`src/rtl/ldm_scan_ctrl.sv`:
```
// ldm_scan_ctrl
// Row-scan controller for the LED dot-matrix panel. For each row it reads one
// word from the frame buffer, shifts it out MSB first on ldm_clk/ldm_data,
// latches it with the row address while the panel is blanked, and then lights
// the row for HOLD cycles. Rows are scanned continuously while en is high.
//
// Ports
//   clk, rstn        system clock, asynchronous active-low reset
//   en               scan enable (level); a running row always completes
//   fb_rd_en/_row    frame-buffer read strobe (1 cycle) and row index
//   fb_rd_data       row word, valid the cycle after fb_rd_en
//   fb_buf_sel       frame-buffer half on display
//   swap_req/ack     buffer-swap handshake, resolved at the end of a frame
//   frame_done       1-cycle pulse after the last row's on-time
//   busy             high whenever a scan is in progress
//   ldm_*            panel pins: shift clock, data, latch, OE (active-low), row
//
// Build option
//   LDM_SCAN_DOUBLE_BUF_EN  enables the swap handshake; without it swap_req
//                           is ignored and swap_ack/fb_buf_sel stay 0.
//
// All outputs come straight from flops; their next values are derived from
// the next state so each output lines up exactly with its state.
//
// state     | meaning
// ----------+-----------------------------------------------------------
// S_IDLE    | not scanning, panel dark, row counter held at 0
// S_FETCH   | frame-buffer read strobe for the current row
// S_WAIT    | read data arrives and is loaded into the shift register
// S_SHIFT   | COLS bits out, each DIV cycles ldm_clk low then DIV high
// S_BLANK   | one dark cycle between shifting and latching
// S_LATCH   | row address updated, ldm_lat high for DIV cycles
// S_DISPLAY | row lit for HOLD cycles, then next row / frame end / idle

module ldm_scan_ctrl #(
    parameter int COLS = 16,
    parameter int ROWS = 16,
    parameter int DIV  = 2,
    parameter int HOLD = 32
) (
    input  logic            clk,
    input  logic            rstn,
    input  logic            en,
    output logic            fb_rd_en,
    output logic [3:0]      fb_rd_row,
    input  logic [COLS-1:0] fb_rd_data,
    output logic            fb_buf_sel,
    input  logic            swap_req,
    output logic            swap_ack,
    output logic            frame_done,
    output logic            busy,
    output logic            ldm_clk,
    output logic            ldm_data,
    output logic            ldm_lat,
    output logic            ldm_oe_n,
    output logic [3:0]      ldm_addr
);

    localparam int TMAX = (HOLD > DIV) ? HOLD : DIV;
    localparam int TW   = (TMAX < 2) ? 1 : $clog2(TMAX);
    localparam int BW   = (COLS < 2) ? 1 : $clog2(COLS);

    localparam logic [TW-1:0] DIV_LD   = TW'(DIV - 1);
    localparam logic [TW-1:0] HOLD_LD  = TW'(HOLD - 1);
    localparam logic [BW-1:0] LAST_BIT = BW'(COLS - 1);
    localparam logic [3:0]    LAST_ROW = 4'(ROWS - 1);

    typedef enum logic [2:0] {
        S_IDLE, S_FETCH, S_WAIT, S_SHIFT, S_BLANK, S_LATCH, S_DISPLAY
    } state_t;

    state_t          state, state_nxt;
    logic [TW-1:0]   tmr, tmr_nxt;
    logic            half, half_nxt;
    logic [BW-1:0]   bit_cnt, bit_nxt;
    logic [COLS-1:0] sh, sh_nxt;
    logic [3:0]      row, row_nxt;

    logic            rd_en_nxt, sel_nxt, ack_nxt, done_nxt, busy_nxt;
    logic            clk_nxt, data_nxt, lat_nxt, oe_n_nxt;
    logic [3:0]      rd_row_nxt, addr_nxt;

`ifndef LDM_SCAN_DOUBLE_BUF_EN
    logic swap_req_unused;
    assign swap_req_unused = swap_req;
`endif

    always_comb begin
        state_nxt = state;
        tmr_nxt   = tmr;
        half_nxt  = half;
        bit_nxt   = bit_cnt;
        sh_nxt    = sh;
        row_nxt   = row;
        addr_nxt  = ldm_addr;
        sel_nxt   = fb_buf_sel;
        ack_nxt   = 1'b0;
        done_nxt  = 1'b0;

        case (state)
            S_IDLE: begin
                row_nxt = 4'd0;
                if (en) state_nxt = S_FETCH;
            end
            S_FETCH: state_nxt = S_WAIT;
            S_WAIT: begin
                sh_nxt    = fb_rd_data;
                tmr_nxt   = DIV_LD;
                half_nxt  = 1'b0;
                bit_nxt   = '0;
                state_nxt = S_SHIFT;
            end
            S_SHIFT: begin
                if (tmr != '0) begin
                    tmr_nxt = tmr - 1'b1;
                end else begin
                    tmr_nxt = DIV_LD;
                    if (!half) begin
                        half_nxt = 1'b1;
                    end else begin
                        // end of the high phase: ldm_clk falls, next bit
                        half_nxt = 1'b0;
                        sh_nxt   = sh << 1;
                        if (bit_cnt == LAST_BIT) state_nxt = S_BLANK;
                        else                     bit_nxt   = bit_cnt + 1'b1;
                    end
                end
            end
            S_BLANK: begin
                tmr_nxt   = DIV_LD;
                addr_nxt  = row;        // address moves only while dark
                state_nxt = S_LATCH;
            end
            S_LATCH: begin
                if (tmr != '0) begin
                    tmr_nxt = tmr - 1'b1;
                end else begin
                    tmr_nxt   = HOLD_LD;
                    state_nxt = S_DISPLAY;
                end
            end
            S_DISPLAY: begin
                if (tmr != '0) begin
                    tmr_nxt = tmr - 1'b1;
                end else begin
                    if (row == LAST_ROW) begin
                        row_nxt  = 4'd0;
                        done_nxt = 1'b1;
`ifdef LDM_SCAN_DOUBLE_BUF_EN
                        if (swap_req) begin
                            sel_nxt = ~fb_buf_sel;
                            ack_nxt = 1'b1;
                        end
`endif
                    end else begin
                        row_nxt = row + 4'd1;
                    end
                    if (en) begin
                        state_nxt = S_FETCH;
                    end else begin
                        row_nxt   = 4'd0;
                        state_nxt = S_IDLE;
                    end
                end
            end
            default: state_nxt = S_IDLE;
        endcase

        rd_en_nxt  = (state_nxt == S_FETCH);
        rd_row_nxt = (state_nxt == S_FETCH) ? row_nxt : fb_rd_row;
        clk_nxt    = (state_nxt == S_SHIFT) && half_nxt;
        data_nxt   = (state_nxt == S_SHIFT) ? sh_nxt[COLS-1] : 1'b0;
        lat_nxt    = (state_nxt == S_LATCH);
        oe_n_nxt   = (state_nxt != S_DISPLAY);
        busy_nxt   = (state_nxt != S_IDLE);
    end

    always_ff @(posedge clk or negedge rstn) begin
        if (!rstn) begin
            state      <= S_IDLE;
            tmr        <= '0;
            half       <= 1'b0;
            bit_cnt    <= '0;
            sh         <= '0;
            row        <= 4'd0;
            fb_rd_en   <= 1'b0;
            fb_rd_row  <= 4'd0;
            fb_buf_sel <= 1'b0;
            swap_ack   <= 1'b0;
            frame_done <= 1'b0;
            busy       <= 1'b0;
            ldm_clk    <= 1'b0;
            ldm_data   <= 1'b0;
            ldm_lat    <= 1'b0;
            ldm_oe_n   <= 1'b1;
            ldm_addr   <= 4'd0;
        end else begin
            state      <= state_nxt;
            tmr        <= tmr_nxt;
            half       <= half_nxt;
            bit_cnt    <= bit_nxt;
            sh         <= sh_nxt;
            row        <= row_nxt;
            fb_rd_en   <= rd_en_nxt;
            fb_rd_row  <= rd_row_nxt;
            fb_buf_sel <= sel_nxt;
            swap_ack   <= ack_nxt;
            frame_done <= done_nxt;
            busy       <= busy_nxt;
            ldm_clk    <= clk_nxt;
            ldm_data   <= data_nxt;
            ldm_lat    <= lat_nxt;
            ldm_oe_n   <= oe_n_nxt;
            ldm_addr   <= addr_nxt;
        end
    end

endmodule

```
`config.mk`:
```
export PLATFORM = sky130hd
export DESIGN_NAME = ldm_scan_ctrl
export DESIGN_NICKNAME = d
export VERILOG_FILES = /design/src/rtl/ldm_scan_ctrl.sv
export SDC_FILE = /design/constraint.sdc
export NUM_CORES = 1
export LEC_CHECK = 0
export CAP_MARGIN = 20
export CELL_PAD_IN_SITES_DETAIL_PLACEMENT = 2
export CELL_PAD_IN_SITES_GLOBAL_PLACEMENT = 2
export CORE_ASPECT_RATIO = 0.8
export CORE_UTILIZATION = 34
export DETAILED_ROUTE_END_ITERATION = 6
export HOLD_SLACK_MARGIN = 0.06
export PLACE_DENSITY = 0.86
export SLEW_MARGIN = 20
export SYNTH_ARGS = -nofsm -noshare
export SYNTH_HDL_FRONTEND = slang
export SYNTH_SLANG_ARGS = --single-unit
export TNS_END_PERCENT = 30
```
`constraint.sdc`:
```
create_clock -name clk -period 2.1 [get_ports clk]
set_input_delay 0.315 -clock clk [delete_from_list [all_inputs] [get_ports clk]]
set_output_delay 0.315 -clock clk [all_outputs]
set_load 0.005 [all_outputs]
```
* Word-level counts from Yosys, hierarchy flattened
Index checks and enable logic that the tools add are counted.
** Word-level totals
- Register bits :: 48
- Bits in latches :: 0
- Bits in writable memories :: 0
- Bits in read-only memories :: 0
- Output and inout bits :: 17
- Memories :: 0
** Operators by class
- $add $sub $neg :: 3
- $mul :: 0
- Div/mod/pow operators :: 0
- $lt $le $gt $ge :: 0
- Equal/unequal tests :: 16
- Shift operators :: 0
- Multiplexer cells :: 30
- Bitwise gates (word level) :: 0
- Reduce and logical (&&, ||, !) cells :: 10
** Operators by type and width (count)
- 2-to-1 mux 16 bit :: 2
- case mux 16 bit (2 select lines) :: 1
- 2-to-1 mux 4 bit :: 6
- case mux 3 bit (7 select lines) :: 1
- case mux 5 bit (4 select lines) :: 1
- 2-to-1 mux 3 bit :: 6
- case mux 4 bit (2 select lines) :: 2
- 2-to-1 mux 5 bit :: 3
- == test 3 bit (second input constant) :: 4
- == test 3 x 2 -> 1 bit (second input constant) :: 3
- adder 4 x 1 -> 4 bit (second input constant) :: 2
- == test 4 bit (second input constant) :: 2
- != test 2 bit (second input constant) :: 4
- 2-to-1 mux 1 bit :: 7
- == test 3 x 1 -> 1 bit (second input constant) :: 2
- nonzero test 5 bit :: 1
- subtractor 5 x 1 -> 5 bit (second input constant) :: 1
- AND reduction 4 bit :: 1
- nonzero test 4 bit :: 1
- zero test 3 bit :: 1
- != test 3 bit (second input constant) :: 1
- AND reduction 3 bit :: 1
- nonzero test 3 bit :: 1
- case mux 1 bit (2 select lines) :: 1
- 4 further kinds :: 4

* Depth between registers and ports, before layout
- Depth in word-level cells :: 7
- Depth in mapped cells :: 8

* Least setup slack after synthesis
Ideal clock, no wire load.
- Kind :: reg2reg
- From :: register tmr[1]
- To :: register fb_rd_row[2]
- Setup time :: 125 ps
- Arrival :: 1801 ps
- Slack :: 174 ps
- Stages on the path, launching flop included :: 8
- Path buffers :: 1
- Clock period less this slack :: 1926 ps
- Cells stage by stage :: dfrtp_1 inv_1 ha_1 or4b_4 buf_6 nor2_2 o21ai_2 mux2_4
** Between the ends
- Word-level cells in the longest chain between the ends :: 4
** Ends and longest elaborated chain
- start: declaration :: line 73 : logic [TW-1:0] tmr, tmr_nxt;
- start signal: assignment :: line 199 : tmr <= tmr_nxt;
- nonzero test 5 bit * :: line 114, 135, 143
- 2-to-1 mux 3 bit (on tied branches) :: line 143, 114, 135
- case mux 3 bit (7 select lines) :: line 100 : case (state)
- == test 3 x 1 -> 1 bit :: line 170 : rd_row_nxt = (state_nxt == S_FETCH) ? row_nxt : fb_rd_row;
- end signal: assignment :: line 205 : fb_rd_row <= rd_row_nxt;
- end: declaration :: line 45 : output logic [3:0] fb_rd_row,
Every way passes the cells marked *; elsewhere a longest branch is shown, timed or not.
A chain may end at the register's enable or synchronous reset.

* Final worst setup path
- From :: register tmr[0]
- To :: register ldm_data
** Between the ends
- Word-level cells in the longest chain between the ends :: 5
** Ends and longest elaborated chain
- nonzero test 5 bit * :: line 114, 135, 143
- 2-to-1 mux 3 bit (on tied branches) :: line 143, 114, 135
- case mux 3 bit (7 select lines) :: line 100
- == test 3 x 2 -> 1 bit :: line 172 : data_nxt = (state_nxt == S_SHIFT) ? sh_nxt[COLS-1] : 1'b0;
- 2-to-1 mux 1 bit * :: line 172
- named net data_nxt :: line 80 : logic clk_nxt, data_nxt, lat_nxt, oe_n_nxt;
- end signal: assignment :: line 211 : ldm_data <= data_nxt;
- end: declaration :: line 53 : output logic ldm_data,
The timed path passes the listed nets; every way through them passes the cells marked *. The select of a mux whose other input is x is not followed.

==> qor.yml <==
status: "finished, final reports clean"
dominantRegCellSynth: "dfrtp_1"
initial_utilization_pct: 36.24
synth_edf_count: 0
grt_pass1_vias: 2545
first_pass_iters: 4
grt_pass1_wl_um: 13540
worst-setup-path-type: "flop to flop"
ys_ff_latch: 48
cts_buffers: 5
place.gp.congestion: 0.7597
dp.final_hpwl_um: 5817
r2r_end: "ldm_data"
antenna_left: 0
slew_viol_final: 0
clkTransAtPathRegs_ns: 0.10
placed_area_mm2: 0.003059
fin_worst_skew_ns: 0.01057
area_delta_synth_final_pct: 26.23
worstMarginPinSlew_ns: 0.5932
leakage_nw: 1.447
yosysWarnings: 0
final_area_mm2: 0.003246
rows: 27
htreeDepth: 2
vias_per_cell: 6.065
finalCriticalPeriod_ns: 2.076
cap_violations: 0
arrival_ns: 2.31
vias: 2414
gr-total-overflow: 0
yosys-top-cells-area: "dfrtp_1 46%, o22ai_1 7.1%, a21oi_1 4.1%"
num_io_pins: 37
core-area_mm2: 0.007094
ir_drop_mv: 0.2776
cts_buffer_depth: 2
async_reset_ff_share_pct: 100.0
antenna_cells: 0
fin_nets: 333
grt-busiest-layer: "met2"
clk-insertion-delay-late_ns: 0.31
wl_um: 8517
cp-startpoint: "tmr[0]"
dieArea_mm2: 0.007916
r2r_start: "tmr[0]"
synthAdderAreaFrac_pct: 1.460
p_per_area_mw_per_mm2: 528.3
post-place-cells: 384
fin_crit_sh_pct: 98.85
r2r_cells: 6
drt-initial-drc-count: 100
muxShareOfSynthArea_pct: 3.601
cts_tree: "yes"
rrSetupSlack_ns: 0.02
synth_top_family_by_area: "compound AO/OA/AOI/OAI gates"
cp-start-kind: "flop"
netlist.area_leader.share_pct: 45.74
dieHeight_um: 79.78
yosysSeqAreaShare_pct: 46.76
drive_above_1_share_pct: 17.68
met2_usage_pct: 37.29
grt.total_usage_pct: 21.98
crit_path_end_kind: "flop"
drcViolationCount: 0
syn-cell-area_mm2: 0.002571
ys_types: 55
relSlewSlack_pct: 60.09
die-width_um: 99.23
io_buffers: 33
use_met3_pct: 3.327
fillers: 761
synth_top_area_cell: "dfrtp_1"
syn_area_per_cell_um2: 9.703
wire_per_inst_um: 21.40
synthCells: 265
cts_sinks: 48
setup_violations: 0
synth_compound_area_share_pct: 25.84
fmax_mhz: 481.7
cts-root-buf: "clkbuf_8"
hold_viol: 0
path_max_fanout: 6
grt_max_degree: 23
worst_hold_path_type: "flop to flop"
yosys.area_share.simple_pct: 14.65
synth_xor_area_share_pct: 1.022
crit_end: "ldm_data"
use_met1_pct: 29.46
worst_ep_required_time_ns: 2.33
antenna_found_initial: 0
final_cell_count_no_fill: 398
-- metrics by stage --
| step | worst slack (ns) | util (%) | power, mW | setup TNS [ns] | hold WS (ns) |
|---|---|---|---|---|---|
| 2_1_floorplan | 0.1744 | - | 0.9625 | 0 | 0.01941 |
| 3_3_place_gp | 0.08398 | 43.12 | 1.021 | 0 | 0.3183 |
| 3_5_place_dp | -0.002385 | 43.12 | 1.024 | -0.002385 | 0.3316 |
| 4_1_cts | -0.003362 | 44.99 | 1.739 | -0.003934 | 0.5136 |
| 5_1_grt | -0.06023 | 45.75 | 1.778 | -0.06023 | 0.5273 |
| 6_report | 0.02421 | 45.75 | 1.715 | 0 | 0.5033 |
-- how the worst min path moves through the flow --
stage	start	to	slack, ns	cells past startpoint
6_report	fb_rd_row[0]	fb_rd_row[0]	0.50	1
2_1_floorplan	rstn	bit_cnt[0]	0.02	0
3_3_place_gp	rstn	sh[3]	0.32	1
5_1_grt	fb_rd_row[0]	fb_rd_row[0]	0.53	1
4_1_cts	sh[0]	sh[0]	0.51	1
3_5_place_dp	rstn	sh[3]	0.33	1
-- cells by family after synthesis --
group / after synthesis
other: 1
and+or+nand+nor: 65
buffers and inverters: 36
adders and majority gates: 3
muxes: 7
DFF: 48
AOI/OAI and AO/OA: 102
xor gates and xnor gates: 3
-- layout by cell type (no fill, tap or decap), drive strengths merged, types with 2 or more instances in the layout --
cell type,count
xor2,2
nand2,12
conb,2
a22o,2
or4b,3
o211ai,5
o31ai,3
a211oi,2
mux2,5
o22ai,29
a21o,5
clkbuf,5
inv,11
nand4,4
ha,3
a41o,2
nor4,2
a32o,3
a31oi,3
nor3,7
o21ai,18
nor2b,4
buf,29
nand2b,4
dfrtp,47
and2,3
a21oi,21
and3,3
nand4b,3
a211o,2
nor2,8
clkdlybuf4s50,32
a41oi,2
nand3,7
-- where the power goes --
| group | internal (mW) | switching, mW |
|---|---|---|
| logic | 0.0390 | 0.0333 |
| clock network | 0.359 | 0.349 |
| registers | 0.929 | 0.00422 |
-- area by class of cell --
class                           instances  area [um2]  area share [%]
Clock buffer                            5       68.82           2.120
Clock inverter                          3       46.29           1.426
Inverter                               10       37.54           1.157
Multi-Input combinational cell        183        1236           38.09
Sequential cell                        48        1202           37.05
Tap cell                               87       108.9           3.354
Timing Repair Buffer                   62       545.5           16.81
-- synth_stat cells (3+ instances only) --
cell type and instances:
a21oi_1 21, a31oi_1 3, mux2_2 4, dfrtp_1 47, a32o_1 3, o22ai_1 29, nand4b_1 3, ha_1 3
nor2_1 7, a21o_1 5, nand4_1 4, clkbuf_1 14, o211ai_1 5, nand2b_1 4, nand3_1 7, and3_1 3
nor2b_1 4, and2_1 3, inv_1 10, o31ai_1 3, nor3_1 7, nand2_1 12, o21ai_0 17, buf_2 8
-- critical path: stages (launching register included) --
cell and delay [ns]:
dfrtp_1 0.39, inv_1 0.13, ha_4 0.19, or4b_2 0.67
o21ai_0 0.22, o211ai_1 0.17, a211oi_2 0.24
-- sequential cells by signal, summed over array words and instances, names as in the netlist --
signal / cells
fb_rd_row: 4
frame_done: 1
tmr: 5
state: 3
fb_rd_en: 1
ldm_clk: 1
half: 1
bit_cnt: 4
busy: 1
ldm_oe_n: 1
sh: 16
ldm_lat: 1
row: 4
ldm_addr: 4
ldm_data: 1
-- per-layer routing --
layer | vias up | part of all wire (%)
met2 | 56 | 49
met4 | 0 | 0.96
met5 | - | 0
met3 | 6 | 3.6
met1 | 1258 | 46
li1 | 1094 | -
-- timing repair --
item,4_1_cts,5_1_grt
setup endpoints to repair,3,29
hold buffers,1,0
pin swaps,0,0
gates resized for setup,0,4
endpoints found under the hold margin,19,0
gates cloned,0,1
setup buffers,1,3
(Power assumes the default switching activity.)
